[config.mk]
export PLATFORM = sky130hd
export DESIGN_NAME = id_stage_pipe_flat
export DESIGN_NICKNAME = d
export VERILOG_FILES = /design/src/rtl/id_stage_pipe_if.sv /design/src/rtl/id_stage_pipe.sv /design/src/flat_wrapper.sv
export SDC_FILE = /design/constraint.sdc
export NUM_CORES = 2
export LEC_CHECK = 0
export ABC_AREA = 1
export CORE_MARGIN = 4
export CORE_UTILIZATION = 45
export CTS_CLUSTER_SIZE = 24
export DETAILED_ROUTE_END_ITERATION = 8
export PLACE_DENSITY_LB_ADDON = 0.05
export SYNTH_ARGS = -nofsm -noshare
export SYNTH_HDL_FRONTEND = slang
export SYNTH_SLANG_ARGS = --single-unit
[constraint.sdc]
create_clock -name clk -period 2.66 [get_ports clk]
set_clock_uncertainty 0.1 [all_clocks]
set_input_delay 0.399 -clock clk [delete_from_list [all_inputs] [get_ports clk]]
set_output_delay 0.399 -clock clk [all_outputs]
set_load 0.05 [all_outputs]
[src/rtl/id_stage_pipe_if.sv]
// Bundles the ID-stage pipeline signals: the IF/ID, EX/MEM and MEM/WB inputs and the ID/EX, stall and redirect outputs.
// The slave modport is the decode stage. The master modport is whatever drives it.
interface id_stage_pipe_if #(
  parameter int XLEN = 32
);
  logic            if_valid;
  logic [31:0]     if_instr;
  logic [XLEN-1:0] if_pc;
  logic [4:0]      mem_rd;
  logic            mem_regwrite;
  logic            mem_memread;
  logic [XLEN-1:0] mem_result;
  logic [4:0]      wb_rd;
  logic            wb_we;
  logic [XLEN-1:0] wb_data;

  logic            id_ex_valid;
  logic [7:0]      id_ex_ctrl;
  logic [XLEN-1:0] id_ex_rdata1;
  logic [XLEN-1:0] id_ex_rdata2;
  logic [XLEN-1:0] id_ex_imm;
  logic [XLEN-1:0] id_ex_pc;
  logic [4:0]      id_ex_rs;
  logic [4:0]      id_ex_rt;
  logic [4:0]      id_ex_rd;
  logic            stall_if;
  logic            branch_taken;
  logic [XLEN-1:0] branch_target;

  modport master (
    output if_valid, if_instr, if_pc, mem_rd, mem_regwrite, mem_memread, mem_result,
           wb_rd, wb_we, wb_data,
    input  id_ex_valid, id_ex_ctrl, id_ex_rdata1, id_ex_rdata2, id_ex_imm, id_ex_pc,
           id_ex_rs, id_ex_rt, id_ex_rd, stall_if, branch_taken, branch_target
  );

  modport slave (
    input  if_valid, if_instr, if_pc, mem_rd, mem_regwrite, mem_memread, mem_result,
           wb_rd, wb_we, wb_data,
    output id_ex_valid, id_ex_ctrl, id_ex_rdata1, id_ex_rdata2, id_ex_imm, id_ex_pc,
           id_ex_rs, id_ex_rt, id_ex_rd, stall_if, branch_taken, branch_target
  );
endinterface

[src/rtl/id_stage_pipe.sv]
// MIPS-style ID stage: decode, register file, hazard stall FSM and early beq resolution.
// Defining ID_RF_BYPASS_EN routes same-cycle write-back data to the ID/EX operands.
//
// state | meaning
// RUN   | ID/EX accepts the ID instruction unless a hazard is detected
// STALL | extra load-use bubble cycles; cnt counts down the remaining ones
module id_stage_pipe #(
  parameter int XLEN       = 32,
  parameter int LOAD_STALL = 1
) (
  input logic           clk,
  input logic           rst_n,
  id_stage_pipe_if.slave bus
);
  localparam logic [0:0] S_RUN    = 1'b0;
  localparam logic [0:0] S_STALL  = 1'b1;
  localparam logic [1:0] CNT_LOAD = 2'(LOAD_STALL - 1);

  localparam logic [5:0] OP_R    = 6'h00;
  localparam logic [5:0] OP_LW   = 6'h23;
  localparam logic [5:0] OP_SW   = 6'h2B;
  localparam logic [5:0] OP_BEQ  = 6'h04;
  localparam logic [5:0] OP_ADDI = 6'h08;

  logic [XLEN-1:0] rf_q [32];
  logic [0:0]      state_q, state_d;
  logic [1:0]      cnt_q, cnt_d;

  logic            id_ex_valid_q, id_ex_valid_d;
  logic [7:0]      id_ex_ctrl_q, id_ex_ctrl_d;
  logic [XLEN-1:0] id_ex_rdata1_q, id_ex_rdata1_d;
  logic [XLEN-1:0] id_ex_rdata2_q, id_ex_rdata2_d;
  logic [XLEN-1:0] id_ex_imm_q, id_ex_imm_d;
  logic [XLEN-1:0] id_ex_pc_q, id_ex_pc_d;
  logic [4:0]      id_ex_rs_q, id_ex_rs_d;
  logic [4:0]      id_ex_rt_q, id_ex_rt_d;
  logic [4:0]      id_ex_rd_q, id_ex_rd_d;

  logic [5:0]      opcode;
  logic [4:0]      rs, rt, rd;
  logic [7:0]      ctrl;
  logic            id_ok, is_beq, uses_rt;
  logic [XLEN-1:0] imm_ext;

  assign opcode  = bus.if_instr[31:26];
  assign rs      = bus.if_instr[25:21];
  assign rt      = bus.if_instr[20:16];
  assign rd      = bus.if_instr[15:11];
  assign imm_ext = {{(XLEN-16){bus.if_instr[15]}}, bus.if_instr[15:0]};

  // ctrl = {RegDst, MemRead, MemtoReg, ALUOp[1:0], MemWrite, ALUSrc, RegWrite}
  always_comb begin
    ctrl = 8'h00;
    if (bus.if_valid) begin
      case (opcode)
        OP_R:    ctrl = 8'b1001_0001;
        OP_LW:   ctrl = 8'b0110_0011;
        OP_SW:   ctrl = 8'b0000_0110;
        OP_BEQ:  ctrl = 8'b0000_1000;
        OP_ADDI: ctrl = 8'b0000_0011;
        default: ctrl = 8'h00;
      endcase
    end
  end

  assign id_ok   = (ctrl != 8'h00);
  assign is_beq  = bus.if_valid && (opcode == OP_BEQ);
  assign uses_rt = id_ok && ((opcode == OP_R) || (opcode == OP_SW) || (opcode == OP_BEQ));

  logic [XLEN-1:0] rf_a, rf_b, op_a, op_b, fwd_a, fwd_b;
  assign rf_a = (rs == 5'd0) ? '0 : rf_q[rs];
  assign rf_b = (rt == 5'd0) ? '0 : rf_q[rt];

  logic wb_hit_a, wb_hit_b, mem_hit_a, mem_hit_b;
  assign wb_hit_a  = bus.wb_we && (bus.wb_rd == rs) && (rs != 5'd0);
  assign wb_hit_b  = bus.wb_we && (bus.wb_rd == rt) && (rt != 5'd0);
  assign mem_hit_a = bus.mem_regwrite && !bus.mem_memread && (bus.mem_rd == rs) && (rs != 5'd0);
  assign mem_hit_b = bus.mem_regwrite && !bus.mem_memread && (bus.mem_rd == rt) && (rt != 5'd0);

`ifdef ID_RF_BYPASS_EN
  assign op_a = wb_hit_a ? bus.wb_data : rf_a;
  assign op_b = wb_hit_b ? bus.wb_data : rf_b;
`else
  assign op_a = rf_a;
  assign op_b = rf_b;
`endif

  assign fwd_a = mem_hit_a ? bus.mem_result : (wb_hit_a ? bus.wb_data : rf_a);
  assign fwd_b = mem_hit_b ? bus.mem_result : (wb_hit_b ? bus.wb_data : rf_b);

  logic [4:0] ex_dest;
  logic       haz_load, haz_ex, haz_mem, hazard, run, accept;
  assign ex_dest  = id_ex_ctrl_q[7] ? id_ex_rd_q : id_ex_rt_q;
  assign haz_load = id_ok && id_ex_valid_q && id_ex_ctrl_q[6] && (id_ex_rt_q != 5'd0) &&
                    ((id_ex_rt_q == rs) || (uses_rt && (id_ex_rt_q == rt)));
  assign haz_ex   = is_beq && id_ex_valid_q && id_ex_ctrl_q[0] && (ex_dest != 5'd0) &&
                    ((ex_dest == rs) || (ex_dest == rt));
  assign haz_mem  = is_beq && bus.mem_memread && (bus.mem_rd != 5'd0) &&
                    ((bus.mem_rd == rs) || (bus.mem_rd == rt));
  assign hazard   = haz_load || haz_ex || haz_mem;
  assign run      = (state_q == S_RUN);
  assign accept   = run && !hazard;

  assign bus.stall_if      = rst_n && (run ? hazard : 1'b1);
  assign bus.branch_taken  = rst_n && accept && is_beq && (fwd_a == fwd_b);
  assign bus.branch_target = bus.if_pc + (imm_ext << 2);

  // The detection cycle is the first bubble; STALL supplies the remaining LOAD_STALL-1.
  always_comb begin
    state_d = state_q;
    cnt_d   = cnt_q;
    if (run) begin
      if (haz_load && (CNT_LOAD != 2'd0)) begin
        state_d = S_STALL;
        cnt_d   = CNT_LOAD;
      end
    end else if (cnt_q > 2'd1) begin
      cnt_d = cnt_q - 2'd1;
    end else begin
      state_d = S_RUN;
      cnt_d   = 2'd0;
    end
  end

  always_comb begin
    id_ex_valid_d  = 1'b0;
    id_ex_ctrl_d   = 8'h00;
    id_ex_rdata1_d = '0;
    id_ex_rdata2_d = '0;
    id_ex_imm_d    = '0;
    id_ex_pc_d     = '0;
    id_ex_rs_d     = 5'd0;
    id_ex_rt_d     = 5'd0;
    id_ex_rd_d     = 5'd0;
    if (accept && id_ok) begin
      id_ex_valid_d  = 1'b1;
      id_ex_ctrl_d   = ctrl;
      id_ex_rdata1_d = op_a;
      id_ex_rdata2_d = op_b;
      id_ex_imm_d    = imm_ext;
      id_ex_pc_d     = bus.if_pc;
      id_ex_rs_d     = rs;
      id_ex_rt_d     = rt;
      id_ex_rd_d     = rd;
    end
  end

  always_ff @(posedge clk) begin
    if (!rst_n) begin
      state_q        <= S_RUN;
      cnt_q          <= 2'd0;
      id_ex_valid_q  <= 1'b0;
      id_ex_ctrl_q   <= 8'h00;
      id_ex_rdata1_q <= '0;
      id_ex_rdata2_q <= '0;
      id_ex_imm_q    <= '0;
      id_ex_pc_q     <= '0;
      id_ex_rs_q     <= 5'd0;
      id_ex_rt_q     <= 5'd0;
      id_ex_rd_q     <= 5'd0;
      for (int i = 0; i < 32; i++) rf_q[i] <= '0;
    end else begin
      state_q        <= state_d;
      cnt_q          <= cnt_d;
      id_ex_valid_q  <= id_ex_valid_d;
      id_ex_ctrl_q   <= id_ex_ctrl_d;
      id_ex_rdata1_q <= id_ex_rdata1_d;
      id_ex_rdata2_q <= id_ex_rdata2_d;
      id_ex_imm_q    <= id_ex_imm_d;
      id_ex_pc_q     <= id_ex_pc_d;
      id_ex_rs_q     <= id_ex_rs_d;
      id_ex_rt_q     <= id_ex_rt_d;
      id_ex_rd_q     <= id_ex_rd_d;
      if (bus.wb_we && (bus.wb_rd != 5'd0)) rf_q[bus.wb_rd] <= bus.wb_data;
    end
  end

  assign bus.id_ex_valid  = id_ex_valid_q;
  assign bus.id_ex_ctrl   = id_ex_ctrl_q;
  assign bus.id_ex_rdata1 = id_ex_rdata1_q;
  assign bus.id_ex_rdata2 = id_ex_rdata2_q;
  assign bus.id_ex_imm    = id_ex_imm_q;
  assign bus.id_ex_pc     = id_ex_pc_q;
  assign bus.id_ex_rs     = id_ex_rs_q;
  assign bus.id_ex_rt     = id_ex_rt_q;
  assign bus.id_ex_rd     = id_ex_rd_q;
endmodule
[src/flat_wrapper.sv]
// flat-port wrapper written by rule: the top's interface ports become plain ports
module id_stage_pipe_flat 
#(
  parameter int XLEN       = 32,
  parameter int LOAD_STALL = 1
)
  (clk, rst_n, bus_if_valid, bus_if_instr, bus_if_pc, bus_mem_rd, bus_mem_regwrite, bus_mem_memread, bus_mem_result, bus_wb_rd, bus_wb_we, bus_wb_data, bus_id_ex_valid, bus_id_ex_ctrl, bus_id_ex_rdata1, bus_id_ex_rdata2, bus_id_ex_imm, bus_id_ex_pc, bus_id_ex_rs, bus_id_ex_rt, bus_id_ex_rd, bus_stall_if, bus_branch_taken, bus_branch_target);
  id_stage_pipe_if #(.XLEN(XLEN)) bus_i ();
  input logic clk;
  input logic rst_n;
  input wire logic [$bits(bus_i.if_valid)-1:0] bus_if_valid;
  input wire logic [$bits(bus_i.if_instr)-1:0] bus_if_instr;
  input wire logic [$bits(bus_i.if_pc)-1:0] bus_if_pc;
  input wire logic [$bits(bus_i.mem_rd)-1:0] bus_mem_rd;
  input wire logic [$bits(bus_i.mem_regwrite)-1:0] bus_mem_regwrite;
  input wire logic [$bits(bus_i.mem_memread)-1:0] bus_mem_memread;
  input wire logic [$bits(bus_i.mem_result)-1:0] bus_mem_result;
  input wire logic [$bits(bus_i.wb_rd)-1:0] bus_wb_rd;
  input wire logic [$bits(bus_i.wb_we)-1:0] bus_wb_we;
  input wire logic [$bits(bus_i.wb_data)-1:0] bus_wb_data;
  output wire logic [$bits(bus_i.id_ex_valid)-1:0] bus_id_ex_valid;
  output wire logic [$bits(bus_i.id_ex_ctrl)-1:0] bus_id_ex_ctrl;
  output wire logic [$bits(bus_i.id_ex_rdata1)-1:0] bus_id_ex_rdata1;
  output wire logic [$bits(bus_i.id_ex_rdata2)-1:0] bus_id_ex_rdata2;
  output wire logic [$bits(bus_i.id_ex_imm)-1:0] bus_id_ex_imm;
  output wire logic [$bits(bus_i.id_ex_pc)-1:0] bus_id_ex_pc;
  output wire logic [$bits(bus_i.id_ex_rs)-1:0] bus_id_ex_rs;
  output wire logic [$bits(bus_i.id_ex_rt)-1:0] bus_id_ex_rt;
  output wire logic [$bits(bus_i.id_ex_rd)-1:0] bus_id_ex_rd;
  output wire logic [$bits(bus_i.stall_if)-1:0] bus_stall_if;
  output wire logic [$bits(bus_i.branch_taken)-1:0] bus_branch_taken;
  output wire logic [$bits(bus_i.branch_target)-1:0] bus_branch_target;
  assign bus_i.if_valid = bus_if_valid;
  assign bus_i.if_instr = bus_if_instr;
  assign bus_i.if_pc = bus_if_pc;
  assign bus_i.mem_rd = bus_mem_rd;
  assign bus_i.mem_regwrite = bus_mem_regwrite;
  assign bus_i.mem_memread = bus_mem_memread;
  assign bus_i.mem_result = bus_mem_result;
  assign bus_i.wb_rd = bus_wb_rd;
  assign bus_i.wb_we = bus_wb_we;
  assign bus_i.wb_data = bus_wb_data;
  assign bus_id_ex_valid = bus_i.id_ex_valid;
  assign bus_id_ex_ctrl = bus_i.id_ex_ctrl;
  assign bus_id_ex_rdata1 = bus_i.id_ex_rdata1;
  assign bus_id_ex_rdata2 = bus_i.id_ex_rdata2;
  assign bus_id_ex_imm = bus_i.id_ex_imm;
  assign bus_id_ex_pc = bus_i.id_ex_pc;
  assign bus_id_ex_rs = bus_i.id_ex_rs;
  assign bus_id_ex_rt = bus_i.id_ex_rt;
  assign bus_id_ex_rd = bus_i.id_ex_rd;
  assign bus_stall_if = bus_i.stall_if;
  assign bus_branch_taken = bus_i.branch_taken;
  assign bus_branch_target = bus_i.branch_target;
  id_stage_pipe #(.XLEN(XLEN), .LOAD_STALL(LOAD_STALL)) u_core (.clk(clk), .rst_n(rst_n), .bus(bus_i));
endmodule
== Word-level counts from Yosys, hierarchy flattened ==
Memories as Yosys holds them, arrays and structs flattened.
Index checks and enable logic that the tools add are counted.

* Add/subtract/negate cells: 2
* Magnitude comparators: 1
* Equal/unequal tests: 13
* Multiplexer cells: 20
* Bitwise gates (word level): 1
* Reduce and logical (&&, ||, !) cells: 52

{| class="wikitable"
|+ Operators by type and width
! kind !! number
|-
| $mux W32 || 7
|-
| $eq A5 B5 Y1 || 8
|-
| $pmux W8 S5 || 1
|-
| $add A32 B32 Y32 || 1
|-
| $eq A32 B32 Y1 || 1
|-
| $reduce_or A32 Y1 || 1
|-
| $logic_and A1 B1 Y1 || 30
|-
| $reduce_bool A5 Y1 || 6
|-
| $eq A6 B6 Y1 const B || 2
|-
| $logic_not A5 Y1 || 2
|-
| $mux W5 || 2
|-
| $mux W1 || 8
|-
| $mux W8 || 1
|-
| $reduce_bool A8 Y1 || 1
|-
| $logic_or A1 B1 Y1 || 7
|-
| $eq A6 B3 Y1 const B || 1
|-
| $eq A6 B4 Y1 const B || 1
|-
| $logic_not A6 Y1 || 1
|-
| $reduce_and A2 Y1 || 2
|-
| $gt A2 B1 Y1 const B || 1
|-
| $logic_not A1 Y1 || 2
|-
| $mux W2 || 1
|-
| $sub A2 B1 Y2 const B || 1
|-
| $not A1 Y1 || 1
|}

* Register bits: 139
* Memory bits (writable): 1024
* Bits of input ports: 144
* Output and inout bits: 186
* Memories kept: 1

{| class="wikitable"
|+ Memories
! memory !! words !! width !! read ports !! clocked after memory_dff !! wr ports !! line !! source
|-
| u_core.rf_q || 32 || 32 || 2 || 0 || 32 || id_stage_pipe.sv:25 || <nowiki>logic [XLEN-1:0] rf_q [32];</nowiki>
|}

== Longest topological paths before layout ==
* Depth after elaboration: 15
* Mapped depth: 21
* Mapped depth without buffers: 19

== Worst setup path before layout ==
Ideal clock, no wire load.

* Path type: input -> output
* From: in bus_if_pc[2]
* To: out bus_branch_target[24]
* Arrival: 3.002 ns
* Slack: -0.841 ns
* Stages on the path: 11
* Path buffers: 0
* Path through: ha_1 inv_1 fa_1 o21ai_1 a21oi_1 o21ai_1 a21oi_1 o21bai_1 a31oi_1 o21ai_1 xor2_1

* Longest elaborated chain between the ends: 1

{| class="wikitable"
|+ Ends and longest elaborated chain
! what !! line !! source
|-
| start, declared || flat_wrapper.sv:13 || <nowiki>input wire logic [$bits(bus_i.if_pc)-1:0] bus_if_pc;</nowiki>
|-
| $add A32 B32 Y32 || id_stage_pipe.sv:106 || <nowiki>assign bus.branch_target = bus.if_pc + (imm_ext << 2);</nowiki>
|-
| end, declared || flat_wrapper.sv:32 || <nowiki>output wire logic [$bits(bus_i.branch_target)-1:0] bus_branch_target;</nowiki>
|}

No other way between the ends.

== Final worst setup path ==
* From: in bus_if_instr[21]
* To: out bus_branch_taken

* Longest elaborated chain between the ends: 10

{| class="wikitable"
|+ Ends and longest elaborated chain
! what !! line !! source
|-
| start, declared || flat_wrapper.sv:12 || <nowiki>input wire logic [$bits(bus_i.if_instr)-1:0] bus_if_instr;</nowiki>
|-
| branches (longest 9 deep; another with $mem_v2 Z32 W32) || -- ||
|-
| $logic_and A1 B1 Y1 * || id_stage_pipe.sv:105 || <nowiki>assign bus.branch_taken = rst_n && accept && is_beq && (fwd_a == fwd_b);</nowiki>
|-
| end, declared || flat_wrapper.sv:31 || <nowiki>output wire logic [$bits(bus_i.branch_taken)-1:0] bus_branch_taken;</nowiki>
|}

Mark *: on every way between the ends.

==> flow_summary_export.csv <==
group,metric,value,unit
outcome,status,"complete, but fails checks",
outcome,violations,"negative setup slack",
sta,maxSlewViolCount,0,
synthesis,ys_seq_elements,1156,
critical_path,cpLargestDelayFamily,"simple AND/OR/NAND/NOR gates",
final_layout,area_growth_syn_to_layout,31.9,%
critical_path,worstPathRequired,2160,ps
routing,dr_total_vias,66000,
cts,tritoncts,"yes",
global_routing,grt_pass1_wl,423000,um
floorplan,initial_core_util,0.455,
pwr,powerDensity,588,mW/mm^2
global_routing,grt_max_degree,76,
critical_path,r2r_slack,160,ps
synthesis,ys_seq_area_frac,0.509,
sta,fin_ws,-1080,ps
critical_path,critPathLaunchType,"input pin",
cts,clk_pin_slew_worst_paths,60,ps
cts,clock_latency,800,ps
cts,clock-sinks,1156,
place,place_area,0.0796,mm^2
pwr,comb_power_share,0.209,
synthesis,synth_cell_types,49,
sta,period_minus_slack,3740,ps
critical_path,path_class,"input pin to primary output",
synthesis,synth.most_common_cell,"nand2_1",
place,port_buffers,329,
routing,wirelength,298000,um
place,pre_cts_slack,-1290,ps
synthesis,yosysWarnings,0,
sta,max_freq,0.267,GHz
run,max_cap_viol_count,0,
floorplan,die_w,390,um
critical_path,max_stage_delay,350,ps
place,place_inst,11100,
routing,first_pass_iters,8,
critical_path,cp_num_buf_inv,5,
synthesis,syn_area,0.0657,mm^2
synthesis,ys_top_cells_by_area,"edfxtp_1 (47%), nand2_1 (12%), nor2_1 (8.6%), nand3_1 (6.8%), inv_1 (4.2%)",
hold_path,worst_hold_startpoint,"bus_if_pc[14]",
routing,wl_per_cell,26.2,um
synthesis,synthTopCellsByCount,"nand2_1 (2062), nor2_1 (1497), edfxtp_1 (1024)",
sta,slew_headroom,0.506,
floorplan,die_y,390,um
synthesis,yosys.area.top_type_share,0.468,
critical_path,rr_worst_depth,16,
critical_path,critPathMaxFanout,31,
synthesis,synthFlopType,"edfxtp_1",
synthesis,synthArstFlopShare,0,
sta,hold_viol_final,0,
pwr,p_leak,37.5,nW
routing,vias_per_cell,5.81,
final_layout,drive_gt1_frac,0.185,
place,gp_congestion,0.979,
hold_path,min_path_type,"input pin to register",
final_layout,final-instance-count-excl-fill,11400,
global_routing,grt_pass1_vias,61600,
routing,drc,0,
pwr,p_switching,15.1,mW
critical_path,crit_slowest_cell,"nand2_1",
routing,ant_nets,0,
critical_path,reg2reg_to,"u_core.bus.id_ex_ctrl[2]",
global_routing,overflow,0,
critical_path,crit_chain,"buf_12 -> buf_6 -> buf_16 -> buf_4 -> o211ai_1 -> nand3_1 -> nand3_1 -> nand2_1 -> nand3_1 -> nand2_1 -> nand2_1 -> nand2_1 -> nand2_1 -> nand2_1 -> nand2_1 -> nor2_2 -> nand3_2 -> nor2_4 -> buf_12",
pwr,p_int,35.8,mW
cts,cts_made_buffers,136,
critical_path,critPathMostFrequentCell,"nand2_1",
synthesis,yosysTopAreaCell,"edfxtp_1",
cts,cts-htree-levels,4,
synthesis,syn_avg_cell_area,7.78,um^2
pwr,seqPwrFrac,0.413,
place,dp_hpwl,208000,um
synthesis,synth_edf_count,1024,
cts,cts_buffer_depth,3,
floorplan,die_area,0.152,mm^2
final_layout,stdcell_area,0.0866,mm^2
pwr,vdd_ir_drop_max,590,uV
critical_path,arrival,3240,ps
final_layout,fin_nets,9524,
sta,whs,42.8,ps
sta,tightest_slew,741,ps
floorplan,core_area,0.144,mm^2
synthesis,syn_inst,8445,
sta,fin_crit_sh,1.41,
sta,finalSetupViolations,22,
floorplan,placementRows,139,
sta,tns,-5460,ps
cts,cts-root-buf,"clkbuf_16",
pwr,swShare,0.297,
hold_path,min_path_cells,4,
critical_path,end_kind,"primary output",
critical_path,timing.rr.start,"u_core.bus.id_ex_ctrl[4]",
sta,rsz0062_at_grt,"true",
floorplan,io-pin-count,330,
hold_path,hold-path-endpoint,"u_core.bus.id_ex_pc[14]",
global_routing,antenna_found_initial,10,
global_routing,grt.total_usage,0.380,
pwr,p_clk_frac,0.379,
routing,first_iter_violations,9266,
power by group through the flow:
stage	combinational [mW]	sequential [mW]	clock, mW
2_1_floorplan	4.63	21.3	0
3_3_place_gp	9.76	21.4	0
3_5_place_dp	9.82	21.4	0
4_1_cts	10.1	21.0	19.5
5_1_grt	11.2	21.1	20.2
6_report	10.6	21.0	19.3
metrics by stage:
step                      total power [mW]  utilization
after floorplan                       26.0            -
after global placement                31.1        0.552
after detailed placement              31.2        0.552
after CTS                             50.6        0.592
after global routing                  52.5        0.600
final                                 51.0        0.600
cell usage in the layout, fill, tap and decap left out, drive strengths merged, types with 17 or more instances in the layout:
| cell type | netlist | final |
|---|---|---|
| dfxtp | 132 | 132 |
| o211ai | 330 | 330 |
| clkdlybuf4s50 | 0 | 220 |
| edfxtp | 1024 | 1024 |
| clkbuf | 316 | 172 |
| nand3 | 894 | 894 |
| dlygate4sd2 | 0 | 47 |
| nand2 | 2065 | 2065 |
| clkinv | 1 | 50 |
| ha | 29 | 29 |
| nor2 | 1500 | 1500 |
| conb | 1 | 32 |
| dlygate4sd3 | 0 | 37 |
| inv | 742 | 754 |
| o21ai | 449 | 449 |
| xor2 | 32 | 32 |
| a21oi | 386 | 386 |
| or2 | 17 | 17 |
| buf | 395 | 1130 |
| nand4 | 73 | 73 |
area by class of cell:
type / count / area (um^2)
clock buffer: 168 / 3740
inverter: 743 / 2820
sequential: 1156 / 33400
timing repair buffer: 1447 / 15000
multi-input combinational: 5866 / 28500
tap: 1903 / 2380
antenna: 3 / 7.51
fill: 12800 / 57700
clock inverter: 77 / 810
logic make-up after synthesis:
group                      count (synthesis)  synth area share
adders and majority gates                 30           0.00583
AOI/OAI and AO/OA                       1193             0.105
xor gates and xnor gates                  45           0.00600
buffers and inverters                   1454            0.0920
DFF                                     1156             0.509
other                                      1         0.0000571
and+or+nand+nor                         4566             0.283
layer usage:
layer  GRT usage  part of all wire  up-vias
met5           0           0.00064        -
met4       0.158             0.045       14
met3       0.109              0.13      701
met2       0.582              0.44     4198
met1       0.507              0.39    31400
li1            -                 -    29600
worst max path at each step:
stage,depth (start not counted),from,endpoint
floorplan,11,bus_if_pc[2],bus_branch_target[28]
global placement,22,bus_if_instr[21],bus_branch_taken
detailed placement,18,bus_if_instr[21],bus_branch_taken
CTS,17,u_core.rf_q[29][29],bus_branch_taken
global route,17,u_core.rf_q[13][26],bus_branch_taken
finish,19,bus_if_instr[21],bus_branch_taken
worst register-to-register path, delay by kind of cell, from the launching register on:
family	cells	cell delay (ps)
DFF	1	380
buffers and inverters	4	600
AOI/OAI and AO/OA	4	650
and+or+nand+nor	8	700
timing repair:
action | in CTS | in global routing
endpoints found under the setup margin | 48 | 30
gates resized for setup | 275 | 273
cloned | 2 | 2
hold buffers | 36 | 1
hold endpoints to repair | 36 | 1
pin swaps | 62 | 128
buffers inserted | 15 | 15
flip-flops by register name, indices dropped and copies added (netlist names):
signal / count
u_core.bus.id_ex_pc: 32
u_core.bus.id_ex_rdata1: 32
u_core.bus.id_ex_ctrl: 6
u_core.state_q: 1
u_core.bus.id_ex_rd: 5
u_core.bus.id_ex_imm: 11
u_core.bus.id_ex_rs: 5
u_core.bus.id_ex_rt: 5
u_core.bus.id_ex_rdata2: 32
u_core.cnt_q: 2
u_core.rf_q: 1024
u_core.bus.id_ex_valid: 1
No activity file was read; power rests on OpenSTA's default activity.
